## config.mk

```make
export PLATFORM = sky130hd
export DESIGN_NAME = seq_divider16
export DESIGN_NICKNAME = d
export VERILOG_FILES = /design/src/rtl/seq_divider16.sv
export SDC_FILE = /design/constraint.sdc
export NUM_CORES = 1
export LEC_CHECK = 0
export BUFFER_PORTS_ARGS = -buffer_cell sky130_fd_sc_hd__buf_2
export CAP_MARGIN = 20
export CORE_MARGIN = 3
export CORE_UTILIZATION = 40
export DETAILED_ROUTE_END_ITERATION = 10
export HOLD_SLACK_MARGIN = 0.06
export SLEW_MARGIN = 15
export SYNTH_ARGS = -nofsm -noshare
export SYNTH_HDL_FRONTEND = slang
export SYNTH_SLANG_ARGS = --single-unit
```

## constraint.sdc

```tcl
create_clock -name clk -period 6.1 [get_ports clk]
set_input_delay 0.915 -clock clk [delete_from_list [all_inputs] [get_ports clk]]
set_output_delay 0.915 -clock clk [all_outputs]
set_load 0.02 [all_outputs]
```

## src/rtl/seq_divider16.sv

```systemverilog
// seq_divider16 - iterative unsigned restoring divider, one quotient bit per clock.
//
// Ports:
//   clk          rising-edge clock
//   rst_n        asynchronous active-low reset
//   start        request a division; sampled in IDLE and in the DONE cycle
//   a_in, b_in   dividend / divisor, latched when start is accepted
//   busy         high for the WIDTH iteration cycles
//   done         one-cycle pulse marking q_out/r_out/div_by_zero valid
//   q_out, r_out quotient / remainder, held until the next done
//   div_by_zero  set with done when the latched divisor was zero
module seq_divider16 #(
  parameter int unsigned WIDTH = 16
) (
  input  logic             clk,
  input  logic             rst_n,
  input  logic             start,
  input  logic [WIDTH-1:0] a_in,
  input  logic [WIDTH-1:0] b_in,
  output logic             busy,
  output logic             done,
  output logic [WIDTH-1:0] q_out,
  output logic [WIDTH-1:0] r_out,
  output logic             div_by_zero
);

  localparam int unsigned CW = $clog2(WIDTH);
  localparam logic [CW-1:0] LAST_ITER = CW'(WIDTH - 1);

  typedef enum logic [1:0] {
    S_IDLE,
    S_CALC,
    S_DONE
  } state_t;

  state_t           state_q, state_d;
  logic [WIDTH-1:0] a_q, a_d;      // dividend shifting out, quotient shifting in
  logic [WIDTH-1:0] b_q, b_d;
  logic [WIDTH-1:0] r_q, r_d;      // partial remainder, always < B between iterations
  logic [CW-1:0]    cnt_q, cnt_d;
  logic [WIDTH-1:0] q_out_q, q_out_d;
  logic [WIDTH-1:0] r_out_q, r_out_d;
  logic             dbz_q, dbz_d;

  // Single iteration datapath. The shifted remainder is held at WIDTH+1 bits
  // so the trial subtraction cannot overflow; because R < B is invariant, the
  // stored remainder only ever needs WIDTH bits.
  logic [WIDTH:0]   r_shift;
  logic [WIDTH:0]   trial;
  logic             no_borrow;
  logic [WIDTH-1:0] r_iter;
  logic [WIDTH-1:0] a_iter;

  always_comb begin
    r_shift   = {r_q, a_q[WIDTH-1]};
    // a - b as a + ~b + 1; bit WIDTH clear means r_shift >= B.
    trial     = r_shift + ~{1'b0, b_q} + {{WIDTH{1'b0}}, 1'b1};
    no_borrow = ~trial[WIDTH];
    r_iter    = no_borrow ? trial[WIDTH-1:0] : r_shift[WIDTH-1:0];
    a_iter    = {a_q[WIDTH-2:0], no_borrow};
  end

  always_comb begin
    state_d  = state_q;
    a_d      = a_q;
    b_d      = b_q;
    r_d      = r_q;
    cnt_d    = cnt_q;
    q_out_d  = q_out_q;
    r_out_d  = r_out_q;
    dbz_d    = dbz_q;
    busy     = 1'b0;
    done     = 1'b0;

    case (state_q)
      S_IDLE, S_DONE: begin
        done = (state_q == S_DONE);
        if (state_q == S_DONE) begin
          state_d = S_IDLE;
        end
        // DONE accepts start just like IDLE, allowing back-to-back operations.
        if (start) begin
          a_d   = a_in;
          b_d   = b_in;
          r_d   = '0;
          cnt_d = '0;
          if (b_in == '0) begin
            q_out_d = '1;
            r_out_d = a_in;
            dbz_d   = 1'b1;
            state_d = S_DONE;
          end else begin
            state_d = S_CALC;
          end
        end
      end

      S_CALC: begin
        busy  = 1'b1;
        a_d   = a_iter;
        r_d   = r_iter;
        cnt_d = cnt_q + CW'(1);
        if (cnt_q == LAST_ITER) begin
          // Publish the final iteration's values directly so the result lands
          // on the same edge that enters DONE.
          q_out_d = a_iter;
          r_out_d = r_iter;
          dbz_d   = 1'b0;
          state_d = S_DONE;
        end
      end

      default: begin
        state_d = S_IDLE;
      end
    endcase
  end

  always_ff @(posedge clk or negedge rst_n) begin
    if (!rst_n) begin
      state_q <= S_IDLE;
      a_q     <= '0;
      b_q     <= '0;
      r_q     <= '0;
      cnt_q   <= '0;
      q_out_q <= '0;
      r_out_q <= '0;
      dbz_q   <= 1'b0;
    end else begin
      state_q <= state_d;
      a_q     <= a_d;
      b_q     <= b_d;
      r_q     <= r_d;
      cnt_q   <= cnt_d;
      q_out_q <= q_out_d;
      r_out_q <= r_out_d;
      dbz_q   <= dbz_d;
    end
  end

  assign q_out       = q_out_q;
  assign r_out       = r_out_q;
  assign div_by_zero = dbz_q;

endmodule

```

After elaboration in Yosys (flattened, before gate mapping)

Cells that the tools add are included.

Flip-flop bits (word level): 87
Input port bits: 35
Output and inout port bits: 35
Word-level logic and storage cells: 54

Add/subtract/negate cells: 3
Equal/unequal tests: 7
Mux-type cells: 26
Bitwise logic cells: 2
Reductions and logical operators: 8

Operator list:

| operator              | number |
|---|---|
| $mux 16               | 9 |
| $pmux 16 s2           | 4 |
| $add 17x1->17 const B | 1 |
| $add 17x17->17        | 1 |
| $not 16->17           | 1 |
| $logic_not 16->1      | 1 |
| $mux 2                | 4 |
| $pmux 4 s2            | 1 |
| $ne 2x2->1 const B    | 3 |
| $reduce_and 2->1      | 3 |
| $mux 1                | 5 |
| $add 4x1->4 const B   | 1 |
| $eq 4x4->1 const B    | 1 |
| $mux 4                | 1 |
| $pmux 2 s2            | 1 |
| $reduce_and 4->1      | 1 |
| $ne 3x3->1 const B    | 1 |
| $eq 2x1->1 const B    | 1 |
| $eq 2x2->1 const B    | 1 |
| $logic_not 2->1       | 1 |
| $pmux 1 s2            | 1 |
| $reduce_bool 2->1     | 1 |
| $reduce_or 2->1       | 1 |
| $not 1->1             | 1 |

Depth between registers and ports, before layout

Depth after elaboration: 6
Depth in mapped cells: 11
Gate-level depth less buffers: 9

Worst setup path before layout

Ideal clock, no wire load.

Path type: flip-flop to flip-flop
Start: register r_q[12]
End: register r_out_q[10], in the netlist r_out[10]
Arrival time: 2297 ps
Data required time: 5970 ps
Path slack: 3673 ps
Stages on the path, launching flop included: 11
Buffers on the path: 3
Cells stage by stage: dfrtp_1 -> ha_1 -> buf_6 -> a211o_1 -> and3b_1 -> a2111oi_1 -> o211a_1 -> buf_6 -> buf_12 -> mux2i_1 -> a21oi_1

Cells in the longest elaborated chain, start to end: 5

RTL lines:

| item                   | RTL line | source |
|---|---|---|
| from (decl)            | 39       | `logic [WIDTH-1:0] r_q, r_d;` |
| from (signal assigned) | 133      | `r_q <= r_d;` |
| $add 17x17->17         | 57       | `trial = r_shift + ~{1'b0, b_q} + {{WIDTH{1'b0}}, 1'b1};` |
| $add 17x1->17          | 57       |  |
| $mux 16                | 59       | `r_iter = no_borrow ? trial[WIDTH-1:0] : r_shift[WIDTH-1:0];` |
| $mux 16                | 103      | `if (cnt_q == LAST_ITER) begin` |
| $pmux 16 s2            | 75       | `case (state_q)` |
| to (signal assigned)   | 136      | `r_out_q <= r_out_d;` |
| to (decl)              | 42       | `logic [WIDTH-1:0] r_out_q, r_out_d;` |

Every way passes these cells. The select of a mux whose other input is x is not followed.
A chain may end at the register's enable or synchronous reset.

Final worst setup path

Start: register a_q[15]
End: register r_q[12]

Cells in the longest elaborated chain, start to end: 4

RTL lines:

| item                   | RTL line | source |
|---|---|---|
| from (decl)            | 37       | `logic [WIDTH-1:0] a_q, a_d;` |
| from (signal assigned) | 122      | `a_q <= '0;` |
| from (signal assigned) | 131      | `a_q <= a_d;` |
| $add 17x17->17         | 57       |  |
| $add 17x1->17          | 57       |  |
| $mux 16                | 59       |  |
| $pmux 16 s2            | 75       |  |

Every way passes these cells.

==> impl_results.md <==
- DRC violations left: 0
- Setup TNS Final: 0 ns
- Number of synthesized flops with an enable pin: 0
- DRT iter0 DRCs: 200
- Max FO, Critical Path: 27
- Drt pass-1 iters: 4
- Syn-to-layout area delta: 15.0%
- IO Pins: 70
- Skew-Pair Late Insertion Delay: ~0.34 ns
- FF+latch count, synth: 87
- WP data required: 6.35 ns
- Asr flop ratio synth: 100%
- Largest net degree at the start of global routing: 88
- Post-Syn Nets: 559
- Post-CTS Hold Fix Bufs: 0
- Port-buffer cells: just under 70
- Worst EP arrival: between 3 and 4 ns
- Setup Crit Path Kind: flop to flop
- Worst Hold Class: flop to flop
- Syn_area_per_cell: 9.04 µm²
- Final Cycle Share: a little under three fifths
- Syn Inst Count: 506
- Total of max-cap violations: 0
- Antenna-violating nets left: 0
- Post-synthesis sequential area ratio: roughly 48%
- Netlist cell types: between 50 and 60
- Clk slew on worst S/H paths: 0.07 ns
- Die height: 113 µm
- Crit start category: flop
- Main synth FF type: dfrtp_1
- Remaining Overflow, GRT: 0
- Synthesized cell area: 4570 µm²
- Routability cong.: 0.853
- Vias in the first global route: 3,606
- Final Setup Violations: 0
- Area of the core: between 10,000 and 15,000 µm²
- Synth area leader: dfrtp_1
- GRT Total Usage: 17.9%
- Num Clock Sinks: between 80 and 90
- Final min period: 3.42 ns
- Status: finished clean
- Rel. slew slack: 31.2%
- Commonest cells post-synth: 87 x dfrtp_1, 78 x nand2_1, 43 x nor2_1
- Final wirelength: 11.1 mm
- Initial antenna violation count: 0
- Most frequent cell after synthesis: dfrtp_1
- CTS tree: yes
- Post-CTS Resized: 0
- Syn. warnings: 0
- Vias after detailed routing: 3,765
- Final Skew: between 0.008 and 0.009 ns
- Row count: 38
- Hold Fails Final Rpt: 0
- Worst Hold Margin: just under 0.5 ns
- RSZ-0062 raised after global routing: false
- H-tree depth: 3
- Fmax: 0.292 GHz
- Post-layout nets: 613
- Via/cell ratio: around 5.3
- Starting density of the core: 41.6%
- Post-CTS setup buffers: 0
- Ant. Diodes: 0
- Least-Margin Pin Slew: about 1.0 ns
- DR WL/cell: 15.7 µm
- Detail Placement HPWL: 8.06 mm
- Post-synth top area share: 47.6%
- Critical path capture point type: flop
- First-pass GRT wire length: 18.3 mm
- Clk buf depth: 2
- Share of layout cells above drive strength 1: between 10% and 20%
- Clk root buf: clkbuf_16
- Final Max Tran Viols: 0
- Top area cells in the synthesized netlist: dfrtp_1 48%, nand2_1 6.4%, ha_1 4.7%, o21ai_0 4.0%, a21oi_1 3.9%
- DIE WIDTH: 113 µm
- Die area: 12,800 µm²
- Total CTS buffers: 9
## placed cells by master (no fill, tap or decap), types with 5 or more instances in the layout
cell type / instances
dfrtp_1: 87
nand2_1: 78
buf_2: 68
nor2_1: 43
o21ai_0: 37
a21oi_1: 36
inv_1: 21
a31oi_1: 17
ha_1: 17
o21ai_1: 15
nand2b_1: 11
a22oi_1: 11
mux2i_1: 9
clkbuf_16: 9
o211ai_1: 8
nor2b_1: 7
xnor2_1: 7
nand3_1: 6
a32oi_1: 6
and3_1: 5
mux2_2: 5
## per-stage QoR
stage,worst slack (ns),util (%),instance area [µm²],instances
floorplan,3.67,-,4570,506
global route,2.43,47.9,5260,704
detailed placement,2.30,45.3,4980,688
CTS,2.66,47.8,5250,703
global placement,2.37,45.2,4970,687
finish,2.68,47.9,5260,704
## registers in the layout, summed over array words and instances, names as in the netlist
| signal | count |
|---|---|
| a_q | 16 |
| b_q | 16 |
| q_out | 16 |
| r_out | 16 |
| r_q | 16 |
| cnt_q | 4 |
| state_q | 2 |
| div_by_zero | 1 |
## per-layer routing
layer	track usage (%)	share of wire [%]	vias to the layer above
met5	0	0	-
met4	3.37	0.68	0
met3	4.06	4.6	7
met2	28.0	45	80
met1	25.8	50	1784
li1	-	-	1894
## worst paths after layout
| path | startpoint | end | slack [ns] | depth (start not counted) |
|---|---|---|---|---|
| max | a_q[15]$_DFFE_PN0P_ | r_q[12]$_DFFE_PN0P_ | 2.68 | 9 |
| min | cnt_q[3]$_DFFE_PN0P_ | cnt_q[3]$_DFFE_PN0P_ | 0.48 | 1 |
| max reg2reg | a_q[15]$_DFFE_PN0P_ | r_q[12]$_DFFE_PN0P_ | 2.68 | 9 |
| min reg2reg | cnt_q[3]$_DFFE_PN0P_ | cnt_q[3]$_DFFE_PN0P_ | 0.48 | 1 |
| max in group asynchronous | rst_n | r_q[12]$_DFFE_PN0P_ | 4.93 | 1 |
| min in group asynchronous | rst_n | q_out[5]$_DFFE_PN0P_ | 0.62 | 1 |
## area by class of cell
cell class              instances  area (µm²)
fillers                      1090        5720
inverters                      22        82.6
clock buffers                   9         225
repair buffers                 73         382
well taps                     140         175
flip-flops and latches         87        2180
multi-input cells             367        2170
clock inverters                 6        46.3
## worst max-delay path: stages, from the launching register on
cell and delay, ns:
dfrtp_1 0.37, inv_1 0.07, ha_1 0.25, fa_1 0.41, nand2b_1 0.19, a21o_1 0.21, a21boi_0 0.31, o211a_1 0.91
mux2_2 0.45, o21ai_0 0.16
## cell families (layout without fill, tap and decap cells)
group | Yosys count | count (layout) | synth area share [%]
flops | 87 | 87 | 47.6
simple gates | 170 | 170 | 16.6
fa+ha+maj | 18 | 18 | 5.09
mux | 14 | 14 | 3.20
compound gates | 155 | 155 | 20.7
buf+inv | 52 | 110 | 4.98
xor+xnor | 10 | 10 | 1.92
Power is left out: the tool's default activity adds up to more than one toggle a clock period on the data nets, which glitch-free logic cannot reach.
